<file path="src/rtl/tap_result_drain_if.sv">
// Result-side bundle between the search core, the drain block and the host byte stream.
// master = searcher/sink side, slave = tap_result_drain.
interface tap_result_drain_if #(
  parameter int NUM_OF_TAPS = 6
);
  logic                     found;
  logic [NUM_OF_TAPS*8-1:0] co_buf;
  logic                     ext_res;
  logic [7:0]               dout;
  logic                     dout_valid;
  logic                     dout_ready;
  logic                     fifo_full;
  logic                     stalled;
  logic [15:0]              result_cnt;

  modport master (
    output found, co_buf, dout_ready,
    input  ext_res, dout, dout_valid, fifo_full, stalled, result_cnt
  );

  modport slave (
    input  found, co_buf, dout_ready,
    output ext_res, dout, dout_valid, fifo_full, stalled, result_cnt
  );
endinterface

</file>
<file path="src/rtl/tap_result_drain.sv">
// Captures searcher tap sets into a small FIFO, restarts the searcher with ext_res, and
// drains each entry as a header-prefixed byte frame over a valid/ready stream.
module tap_result_drain #(
  parameter int          NUM_OF_TAPS = 6,
  parameter int          DEPTH       = 4,
  parameter logic [7:0]  HDR         = 8'hA5
) (
  input  logic                  clk,
  input  logic                  res,
  tap_result_drain_if.slave     bus
);

  localparam int ENTRY_W = NUM_OF_TAPS * 8;
  localparam int PTR_W   = (DEPTH > 1) ? $clog2(DEPTH) : 1;
  localparam int CNT_W   = $clog2(DEPTH + 1);
  localparam int IDX_W   = (NUM_OF_TAPS > 1) ? $clog2(NUM_OF_TAPS) : 1;

  typedef enum logic {C_IDLE, C_HOLD} cap_state_t;
  typedef enum logic [1:0] {S_IDLE, S_HDR, S_TAP} ser_state_t;

  function automatic logic [15:0] sat_inc(input logic [15:0] v);
    return (v == 16'hFFFF) ? v : v + 16'd1;
  endfunction

  // FIFO storage and bookkeeping
  logic [ENTRY_W-1:0] mem [DEPTH];
  logic [PTR_W-1:0]   wr_ptr, rd_ptr;
  logic [CNT_W-1:0]   count;
  logic               full, empty;
  logic               push, pop;

  assign full  = (count == CNT_W'(DEPTH));
  assign empty = (count == '0);

  // Capture side
  cap_state_t  cap_state, cap_next;
  logic        ext_res_p1;
  logic        stalled_p1;
  logic [15:0] result_cnt_p1;

  // Serializer side
  ser_state_t         ser_state, ser_next;
  logic [ENTRY_W-1:0] shift_p0, shift_nxt;
  logic [IDX_W-1:0]   idx_p0, idx_nxt;
  logic [7:0]         dout_p1, dout_nxt;
  logic               vld_p1, vld_nxt;

  // Push is gated on the registered count only, so a pop in the same cycle never makes room.
  always_comb begin
    cap_next = cap_state;
    push     = 1'b0;
    case (cap_state)
      C_IDLE: begin
        if (bus.found && !full) begin
          push     = 1'b1;
          cap_next = C_HOLD;
        end
      end
      C_HOLD: begin
        if (!bus.found) cap_next = C_IDLE;
      end
      default: cap_next = C_IDLE;
    endcase
  end

  always_ff @(posedge clk) begin
    if (res) begin
      cap_state     <= C_IDLE;
      ext_res_p1    <= 1'b0;
      stalled_p1    <= 1'b0;
      result_cnt_p1 <= '0;
    end else begin
      cap_state  <= cap_next;
      ext_res_p1 <= push;
      stalled_p1 <= bus.found && full && (cap_state == C_IDLE);
      if (push) result_cnt_p1 <= sat_inc(result_cnt_p1);
    end
  end

  always_ff @(posedge clk) begin
    if (push) mem[wr_ptr] <= bus.co_buf;
  end

  always_ff @(posedge clk) begin
    if (res) begin
      wr_ptr <= '0;
      rd_ptr <= '0;
      count  <= '0;
    end else begin
      if (push) wr_ptr <= wr_ptr + PTR_W'(1);
      if (pop)  rd_ptr <= rd_ptr + PTR_W'(1);
      case ({push, pop})
        2'b10:   count <= count + CNT_W'(1);
        2'b01:   count <= count - CNT_W'(1);
        default: count <= count;
      endcase
    end
  end

  // The head entry stays in the FIFO until its last tap byte is accepted.
  always_comb begin
    ser_next  = ser_state;
    shift_nxt = shift_p0;
    idx_nxt   = idx_p0;
    dout_nxt  = dout_p1;
    vld_nxt   = vld_p1;
    pop       = 1'b0;
    case (ser_state)
      S_IDLE: begin
        if (!empty) begin
          shift_nxt = mem[rd_ptr];
          dout_nxt  = HDR;
          vld_nxt   = 1'b1;
          ser_next  = S_HDR;
        end
      end
      S_HDR: begin
        if (vld_p1 && bus.dout_ready) begin
          dout_nxt  = shift_p0[ENTRY_W-1 -: 8];
          shift_nxt = shift_p0 << 8;
          idx_nxt   = '0;
          ser_next  = S_TAP;
        end
      end
      S_TAP: begin
        if (vld_p1 && bus.dout_ready) begin
          if (idx_p0 == IDX_W'(NUM_OF_TAPS - 1)) begin
            pop      = 1'b1;
            dout_nxt = 8'h00;
            vld_nxt  = 1'b0;
            ser_next = S_IDLE;
          end else begin
            idx_nxt   = idx_p0 + IDX_W'(1);
            dout_nxt  = shift_p0[ENTRY_W-1 -: 8];
            shift_nxt = shift_p0 << 8;
          end
        end
      end
      default: ser_next = S_IDLE;
    endcase
  end

  always_ff @(posedge clk) begin
    if (res) begin
      ser_state <= S_IDLE;
      idx_p0    <= '0;
      dout_p1   <= 8'h00;
      vld_p1    <= 1'b0;
    end else begin
      ser_state <= ser_next;
      idx_p0    <= idx_nxt;
      dout_p1   <= dout_nxt;
      vld_p1    <= vld_nxt;
    end
  end

  always_ff @(posedge clk) begin
    shift_p0 <= shift_nxt;
  end

  assign bus.ext_res    = ext_res_p1;
  assign bus.stalled    = stalled_p1;
  assign bus.result_cnt = result_cnt_p1;
  assign bus.fifo_full  = full;
  assign bus.dout       = dout_p1;
  assign bus.dout_valid = vld_p1;

endmodule
</file>
<file path="src/flat_wrapper.sv">
// flat-port wrapper written by rule: the top's interface ports become plain ports
module tap_result_drain_flat 
#(
  parameter int          NUM_OF_TAPS = 6,
  parameter int          DEPTH       = 4,
  parameter logic [7:0]  HDR         = 8'hA5
)
  (clk, res, bus_found, bus_co_buf, bus_dout_ready, bus_ext_res, bus_dout, bus_dout_valid, bus_fifo_full, bus_stalled, bus_result_cnt);
  tap_result_drain_if #(.NUM_OF_TAPS(NUM_OF_TAPS)) bus_i ();
  input  logic clk;
  input  logic res;
  input wire logic [$bits(bus_i.found)-1:0] bus_found;
  input wire logic [$bits(bus_i.co_buf)-1:0] bus_co_buf;
  input wire logic [$bits(bus_i.dout_ready)-1:0] bus_dout_ready;
  output wire logic [$bits(bus_i.ext_res)-1:0] bus_ext_res;
  output wire logic [$bits(bus_i.dout)-1:0] bus_dout;
  output wire logic [$bits(bus_i.dout_valid)-1:0] bus_dout_valid;
  output wire logic [$bits(bus_i.fifo_full)-1:0] bus_fifo_full;
  output wire logic [$bits(bus_i.stalled)-1:0] bus_stalled;
  output wire logic [$bits(bus_i.result_cnt)-1:0] bus_result_cnt;
  assign bus_i.found = bus_found;
  assign bus_i.co_buf = bus_co_buf;
  assign bus_i.dout_ready = bus_dout_ready;
  assign bus_ext_res = bus_i.ext_res;
  assign bus_dout = bus_i.dout;
  assign bus_dout_valid = bus_i.dout_valid;
  assign bus_fifo_full = bus_i.fifo_full;
  assign bus_stalled = bus_i.stalled;
  assign bus_result_cnt = bus_i.result_cnt;
  tap_result_drain #(.NUM_OF_TAPS(NUM_OF_TAPS), .DEPTH(DEPTH), .HDR(HDR)) u_core (.clk(clk), .res(res), .bus(bus_i));
endmodule
</file>
<file path="config.mk">
export PLATFORM = sky130hd
export DESIGN_NAME = tap_result_drain_flat
export DESIGN_NICKNAME = d
export VERILOG_FILES = /design/src/rtl/tap_result_drain_if.sv /design/src/rtl/tap_result_drain.sv /design/src/flat_wrapper.sv
export SDC_FILE = /design/constraint.sdc
export NUM_CORES = 1
export LEC_CHECK = 0
export BUFFER_PORTS_ARGS = -buffer_cell sky130_fd_sc_hd__buf_4
export CAP_MARGIN = 20
export CORE_MARGIN = 2
export CORE_UTILIZATION = 57
export CTS_BUF_LIST = sky130_fd_sc_hd__clkbuf_4 sky130_fd_sc_hd__clkbuf_8
export DETAILED_ROUTE_END_ITERATION = 10
export PLACE_DENSITY = 0.73
export SLEW_MARGIN = 10
export SYNTH_ARGS = -nofsm -noshare
export SYNTH_HDL_FRONTEND = slang
export SYNTH_SLANG_ARGS = --single-unit
</file>
<file path="constraint.sdc">
create_clock -name clk -period 6.2 [get_ports clk]
set_input_delay 1.24 -clock clk [delete_from_list [all_inputs] [get_ports clk]]
set_output_delay 1.24 -clock clk [all_outputs]
set_load 0.01 [all_outputs]
</file>
==> results of run 1 <==
state kept, by name, summed over array words and instances, names as in the netlist, named ones only:
name / count
u_core.bus.result_cnt: 16
u_core.bus.stalled: 1
u_core.mem: 192
u_core.rd_ptr: 2
u_core.bus.dout: 8
u_core.idx_p0: 3
u_core.bus.ext_res: 1
u_core.bus.dout_valid: 1
u_core.count: 3
u_core.shift_p0: 48
u_core.wr_ptr: 2
u_core.cap_state: 1
u_core.ser_state: 2
stage by stage:
stage / cells / hold slack, ns
floorplan: 606 / 0.415
global placement: 924 / 0.431
detailed placement: 924 / 0.444
CTS: 1000 / 0.456
global route: 1000 / 0.498
finish: 1000 / 0.454
where the power goes:
part | internal [mW] | total (mW) | switching (mW)
Clock | 0.802 | 1.47 | 0.672
Combinational | 0.272 | 0.625 | 0.354
Sequential | 2.37 | 2.45 | 0.0787
Total | 3.45 | 4.55 | 1.10
worst max-delay path, delay by kind of cell, from the launching register on:
kind,cells,cell delay [ns]
buffers and inverters,2,0.24
flip-flops,1,0.38
AND/OR/NAND/NOR,1,0.55
logic make-up (layout without fill, tap and decap cells):
family / Yosys count / after routing
xor+xnor: 5 / 5
simple gates: 107 / 107
mux: 88 / 88
fa+ha+maj: 14 / 14
compound gates: 67 / 67
flops: 282 / 282
buf+inv: 43 / 177
layer usage:
layer | track usage (%) | up-vias
li1 | - | 2648
met1 | 25.1 | 2873
met2 | 33.9 | 160
met3 | 3.67 | 39
met4 | 7.12 | 0
met5 | 0 | -
placed cells by master (no fill, tap or decap), drive strengths merged, types with 3 or more instances in the layout:
cell    count
a21oi      26
a311oi      4
and2        4
and3        8
buf        87
clkbuf     60
clkinv     12
dfxtp      42
edfxtp    240
ha         13
inv        16
mux2       40
mux4       48
nand2      11
nand2b      5
nand3      17
nand4       7
nor2       16
nor2b       8
nor3        6
o21ai      12
o31ai      13
or3         4
or4        11
xnor2       3
path summary, 6_finish.rpt:
path | depth (start not counted) | start | endpoint
max | 3 | u_core.count[2]$_SDFFE_PP0P_ | bus_fifo_full
min | 1 | u_core.cap_state$_SDFF_PP0_ | u_core.bus.stalled$_SDFF_PP0_
max reg2reg | 6 | u_core.ser_state[0]$_SDFFE_PP0P_ | u_core.shift_p0[19]$_DFFE_PP_
min reg2reg | 1 | u_core.cap_state$_SDFF_PP0_ | u_core.bus.stalled$_SDFF_PP0_
synth_stat cells, types with 7 or more instances:
cell type | n | share of area, %
a21oi_1 | 26 | 1.2
o21ai_0 | 12 | 0.54
or4_1 | 11 | 0.75
buf_2 | 7 | 0.32
inv_1 | 13 | 0.44
nand2_1 | 11 | 0.37
nor2b_1 | 8 | 0.45
nand3_1 | 17 | 0.77
and3_1 | 7 | 0.40
edfxtp_1 | 240 | 65
mux2_2 | 40 | 4.1
clkbuf_1 | 13 | 0.44
nor2_1 | 16 | 0.54
mux4_2 | 48 | 9.8
dfxtp_1 | 42 | 7.6
o31ai_1 | 13 | 0.88
ha_1 | 13 | 1.5
cell type report:
class                           instances  area [sq um]
Multi-Input combinational cell        281          2820
Tap cell                              260           325
Inverter                               14          52.6
Timing Repair Buffer                   87           653
Sequential cell                       282          8050
Fill cell                            1258          6150
Clock inverter                         16           109
Clock buffer                           60           726
==> results.md, run 1 <==
- Worst R2R Setup Slack: 3.31 ns
- Met2 Routed Length: approximately 9800 um
- Synth Cell Area: 0.0111 sq mm
- Count of different cell masters after synthesis: 52
- Final core occ: 67.4%
- Worst-path clk slew: ~0.060 ns
- Final hold violation count: 0
- Commonest register cell after synthesis: edfxtp_1
- Initial antenna violation count: 0
- Max FO, Critical Path: 10
- Fmax achieved: 337 MHz
- Worst stage delay on the critical path: roughly 0.55 ns
- Total Wirelength: a little under 20000 um
- Drt pass-1 iters: 4
- Cts bufs inserted: between 40 and 50
- Compound-gate portion of the synthesized area: roughly 3.7%
- DR vias: 5720
- Simple-gate share of the synthesized area: a little under 6%
- Number of max-cap violations: 0
- Final Slew Violations: 0
- Critical Path, Cell by Cell: or3b_1, inv_1, buf_4
- Pleak: 4.22 nW
- Post-DP Area: 0.0119 sq mm
- Max stage delay cell, worst path: or3b_1
- DP Worst Slack: between 2 and 3 ns
- Pwr per Cell Area: around 360 mW/mm^2
- Vias in the first global route: between 6k and 7k
- FP Rows: 50
- WS Path Type: flip-flop to output pin
- Largest net degree at the start of global routing: 54
- Detail Route Antenna Nets: 0
- Worst-Margin Slew: approximately 1 ns
- Maximum root-to-sink buffer count: 3
- Final WS setup: 3.24 ns
- Synth Area in XOR/XNOR: less than 1%
- Tcrit/Tclk final: approximately 48%
- WL per Instance: 19.4 um
- # setup viols final: 0
- Ys async rst share: 0%
- Total chip power: around 4.6 mW
- DP HPWL: ~11000 um
- Yosys reg bits: roughly 280
- Worst Setup End Kind: output pin
- Adder-cell share of the synthesized area: between 1.5 and 2%
- Fin area: 0.0127 sq mm
- Uppermost layer routed: met4
- Post-CTS sizing: 0
- Status: complete, no violations
- Slew HR: between 30% and 40%
- Main combinational cell family by area after synthesis: multiplexers
- Setup Fix Bufs, Post-CTS: 0
- Chip Height: between 100 and 150 um
- DIE WIDTH: approximately 140 um
- GRT Util Overall: 19.6%
- Fraction of layout cells with a size suffix above 1: 35.3%
- Mapped Cells: ~600
- Routability cong.: 0.808
- VDD IR max: 0.277 mV
- RSZ-0062 raised after global routing: false
- Post-Syn Area per Cell: 18.3 sq um
- Initial Util: between 50% and 60%
- Number of flops mapped to enable cells by yosys: 240
- Port Buffer Count: 79
- Post-synthesis mux area share: 13.8%
- Depth of the CTS H-tree: 2
- Die area: around 0.021 sq mm
- # hold bufs at CTS: 0
- DRT iter0 DRCs: about 270
- Clock skew: approximately 0.010 ns
- Sum of routed wire segments on met1: 8170 um
- Clock sink total: 282
- WP data required: approximately 5 ns
- DRC viols: 0
- Final min period: around 3.0 ns
- Final global-route overflow total: 0
- Area grow syn2layout: 15.2%
- CORE AREA: 0.0189 sq mm
- Seq/Total Area, Yosys: 72.8%
- YS warnings: 0
- Fin nets: ~780
- Clock Latency Late Sink: 0.55 ns
- Vias per cell: between 5 and 6
- TNS Setup: 0 ns
- Routed length on met3: ~970 um
- Ant. Diodes: 0
- First-pass GRT wire length: 30900 um
- Syn nets: ~670
- IO Count: 80
- CTS tree: yes
- Min-delay worst type: flip-flop to flip-flop
- CTS root buf: clkbuf_8
- CP arrival: ~1.7 ns
- CP startpoint kind: flip-flop
Power figures use the tool's default switching activity.
==> run 2: changes to the inputs <==
- ABC_AREA: unset -> 1
- CORE_UTILIZATION: 57 -> 56
- PLACE_DENSITY: 0.73 -> 0.75
- clock period: 6.2 -> 2.7 ns (I/O delays scaled with it)
==> results.md, run 2 <==
- Max FO, Critical Path: 6 (-4)
- Final min period: about 2.4 ns
- Compound-gate portion of the synthesized area: 9.09% (+5.3 points)
- Die area: 0.0214 sq mm (+4.2%)
- Worst-path clk slew: 0.06 ns (about the same)
- Adder-cell share of the synthesized area: 1.61% (-0.040 points)
- Worst Path Buf+Inv: 4 (+2)
- Cts bufs inserted: 46 (+4.5%)
- Max stage delay cell, worst path: fa_1
- Depth of the CTS H-tree: 2 (unchanged)
- IO Count: 80 (unchanged)
- Mapped Cells: 993 (+64%)
- Top reg by flops: u_core.mem
- Initial Util: 56.6% (-2.0 points)
- Largest net degree at the start of global routing: 97 (+80%)
- Seq/Total Area, Yosys: 71.0% (-1.8 points)
- YS warnings: 0 (unchanged)
- Placed cell count: 1316 (+42%)
- Post-Syn Area per Cell: 11.4 sq um (-37%)
- Tcrit/Tclk final: approximately nine tenths
- Top delay family on crit path: adder cells
- Synth Area in XOR/XNOR: 0% (-0.40 points)
- Simple-gate share of the synthesized area: 15.0% (+9.2 points)
- CTS tree: yes
- # setup viols final: 0 (unchanged)
- Worst R2R Setup Slack: 0.26 ns (-3.05 ns)
- Fillers: 1485 (+18%)
- Syn nets: 1059 (+58%)
- Most frequent cells in the layout: 286 x nor2_1, 240 x edfxtp_1, 109 x o21ai_0
- Synth area leader: edfxtp_1
- Number of max-cap violations: 0 (unchanged)
- Chip Height: 146 um (+2.1%)
- Yosys reg bits: 282 (unchanged)
- DRC viols: 0 (unchanged)
- Top cell type's share of synthesized area: 63.6% (-1.6 points)
- Pwr per Cell Area: 903 mW/mm^2 (+150%)
- DP HPWL: 13500 um (+20%)
- Layout Cells excl Fill: 1398 (+40%)
- WS Path Type: flip-flop to flip-flop
- Post-CTS sizing: 0 (unchanged)
- # hold bufs at CTS: 0 (unchanged)
- Commonest register cell after synthesis: edfxtp_1
- Ant. Diodes: 0 (unchanged)
- Critical Path, Cell by Cell: inv_1, ha_1, inv_1, nor2_2, inv_1, nor2_2, ha_1, inv_1, fa_1, a21oi_1, o21ai_0, o21ai_0, a21oi_1
- VDD IR max: 0.610 mV (+120%)
- GRT Util Overall: 21.7% (+2.1 points)
- TNS Setup: 0 ns (unchanged)
- Final hold violation count: 0 (unchanged)
- Min-delay worst type: input pin to flip-flop
- Worst Setup End Kind: flip-flop
- Area of the multi-input gates: 0.00295 sq mm (+4.7%)
- RSZ-0062 raised after global routing: false
- Final global-route overflow total: 0 (unchanged)
- Pleak: 4.85 nW (+15%)
- WP data required: 3.13 ns (-1.83 ns)
- CTS root buf: clkbuf_8
- CP arrival: 2.88 ns (+1.16 ns)
- CP startpoint kind: flip-flop
- Maximum root-to-sink buffer count: 3 (unchanged)
- Most numerous cell in the Yosys netlist: nor2_1
- CP most frequent cell: inv_1
- Vias in the first global route: 7287 (+19%)
- Area grow syn2layout: 17.2%
- Fmax achieved: ~400 MHz
- Total Wirelength: 23300 um (+20%)
- Vias per cell: 5.40 (-5.5%)
- Number of flops mapped to enable cells by yosys: 240 (unchanged)
- Slew HR: 30.8% (-2.8 points)
- Final Slew Violations: 0 (unchanged)
- Worst stage delay on the critical path: 0.38 ns (-0.17 ns)
- Ys async rst share: 0% (unchanged)
- Drt pass-1 iters: 5 (+1)
- First-pass GRT wire length: 36500 um (+18%)
- Final core occ: 66.3% (-1.2 points)
- Fin nets: 1160 (+49%)
- Detail Route Antenna Nets: 0 (unchanged)
- Status: complete, no violations
- Sequential cell area: 0.00805 sq mm (about the same)
- Max FFs per register: 192 (unchanged)
- Setup Fix Bufs, Post-CTS: 0 (unchanged)
- Port Buffer Count: 79 (unchanged)
- Clock sink total: 282 (unchanged)
- DIE WIDTH: 146 um (+2.1%)
- Main combinational cell family by area after synthesis: simple AND/OR/NAND/NOR gates
- Largest cells by area after synthesis: edfxtp_1 64%, nor2_1 9.7%, dfxtp_1 7.4%, o21ai_0 4.8%, nand2_1 2.7%
- FP Rows: 52 (+4.0%)
- WL per Instance: 16.7 um (-14%)
- Worst-Margin Slew: 1.04 ns (+0.0419 ns)
- Clock skew: 0.0161 ns (+0.00617 ns)
- Initial antenna violation count: 0 (unchanged)
- Routability cong.: 0.833 (+3.1%)
- CORE AREA: 0.0200 sq mm (+6.1%)
- DRT iter0 DRCs: 704 (+170%)
- Post-synthesis mux area share: 0% (-14 points)
- Synth Cell Area: 0.0113 sq mm (+2.5%)
- Commonest non-fill, non-tap cell in the layout: nor2_1
- Commonest cells post-synth: 292 x nor2_1, 240 x edfxtp_1, 109 x o21ai_0
- Clock Latency Late Sink: 0.55 ns (about the same)
- Fraction of layout cells with a size suffix above 1: 18.0% (-17 points)
- DR vias: 7554 (+32%)
- Count of different cell masters after synthesis: 32 (-38%)
run 2: cell count changes after synthesis, moves of 13 or more:
cell,change
mux4_2,-48
a31oi_1,+38
mux2_2,-40
inv_1,+23
nor2_1,+276
a21oi_1,+13
o21ai_0,+97
nand2_1,+72
o31ai_1,-13
run 2: worst paths after layout:
path                                     from                       endpoint  depth (start not counted)
max          u_core.ser_state[0]$_SDFFE_PP0P_   u_core.count[2]$_SDFFE_PP0P_                         13
min                            bus_co_buf[13]    u_core.mem[0][13]$_DFFE_PP_                          1
max reg2reg  u_core.ser_state[0]$_SDFFE_PP0P_   u_core.count[2]$_SDFFE_PP0P_                         13
min reg2reg       u_core.cap_state$_SDFF_PP0_  u_core.bus.stalled$_SDFF_PP0_                          1
run 2: logic make-up (layout without fill, tap and decap cells):
family / count (synthesis) / in the layout
compound gates: 193 / 193
fa+ha+maj: 14 / 14
buf+inv: 87 / 222
simple gates: 417 / 417
flops: 282 / 282
run 2: through the flow:
| step | hold WS [ns] | setup WS [ns] | area, sq um | total power [mW] |
|---|---|---|---|---|
| after CTS | 0.151 | 0.198 | 13300 | 12.1 |
| final | 0.184 | 0.257 | 13300 | 12.0 |
| after floorplan | 0.421 | -0.709 | 11300 | 7.30 |
| after global placement | 0.445 | 0.289 | 12300 | 8.19 |
| after detailed placement | 0.455 | 0.201 | 12300 | 8.24 |
| after global routing | 0.153 | 0.0495 | 13300 | 12.6 |
run 2: metal layers:
metal | wire (um) | global-route usage (%)
met5 | 0 | 0
met4 | 543 | 9.47
met3 | 1470 | 4.03
met2 | 11400 | 36.3
met1 | 9910 | 28.3
run 2: layout make-up:
type                            instances  area share, %
Inverter                               42           1.21
Clock inverter                         27           1.90
Timing Repair Buffer                   98           6.20
Clock buffer                           55           5.28
Multi-Input combinational cell        624           22.2
Tap cell                              270           2.54
Sequential cell                       282           60.6
run 2: power by group:
group          internal [mW]  total [mW]  switching [mW]  leakage (nW)
registers               5.65        5.89           0.248          2.55
clock network           2.20        3.84            1.63         0.499
logic                  0.739        2.26            1.52          1.79
total                   8.59        12.0            3.40          4.85
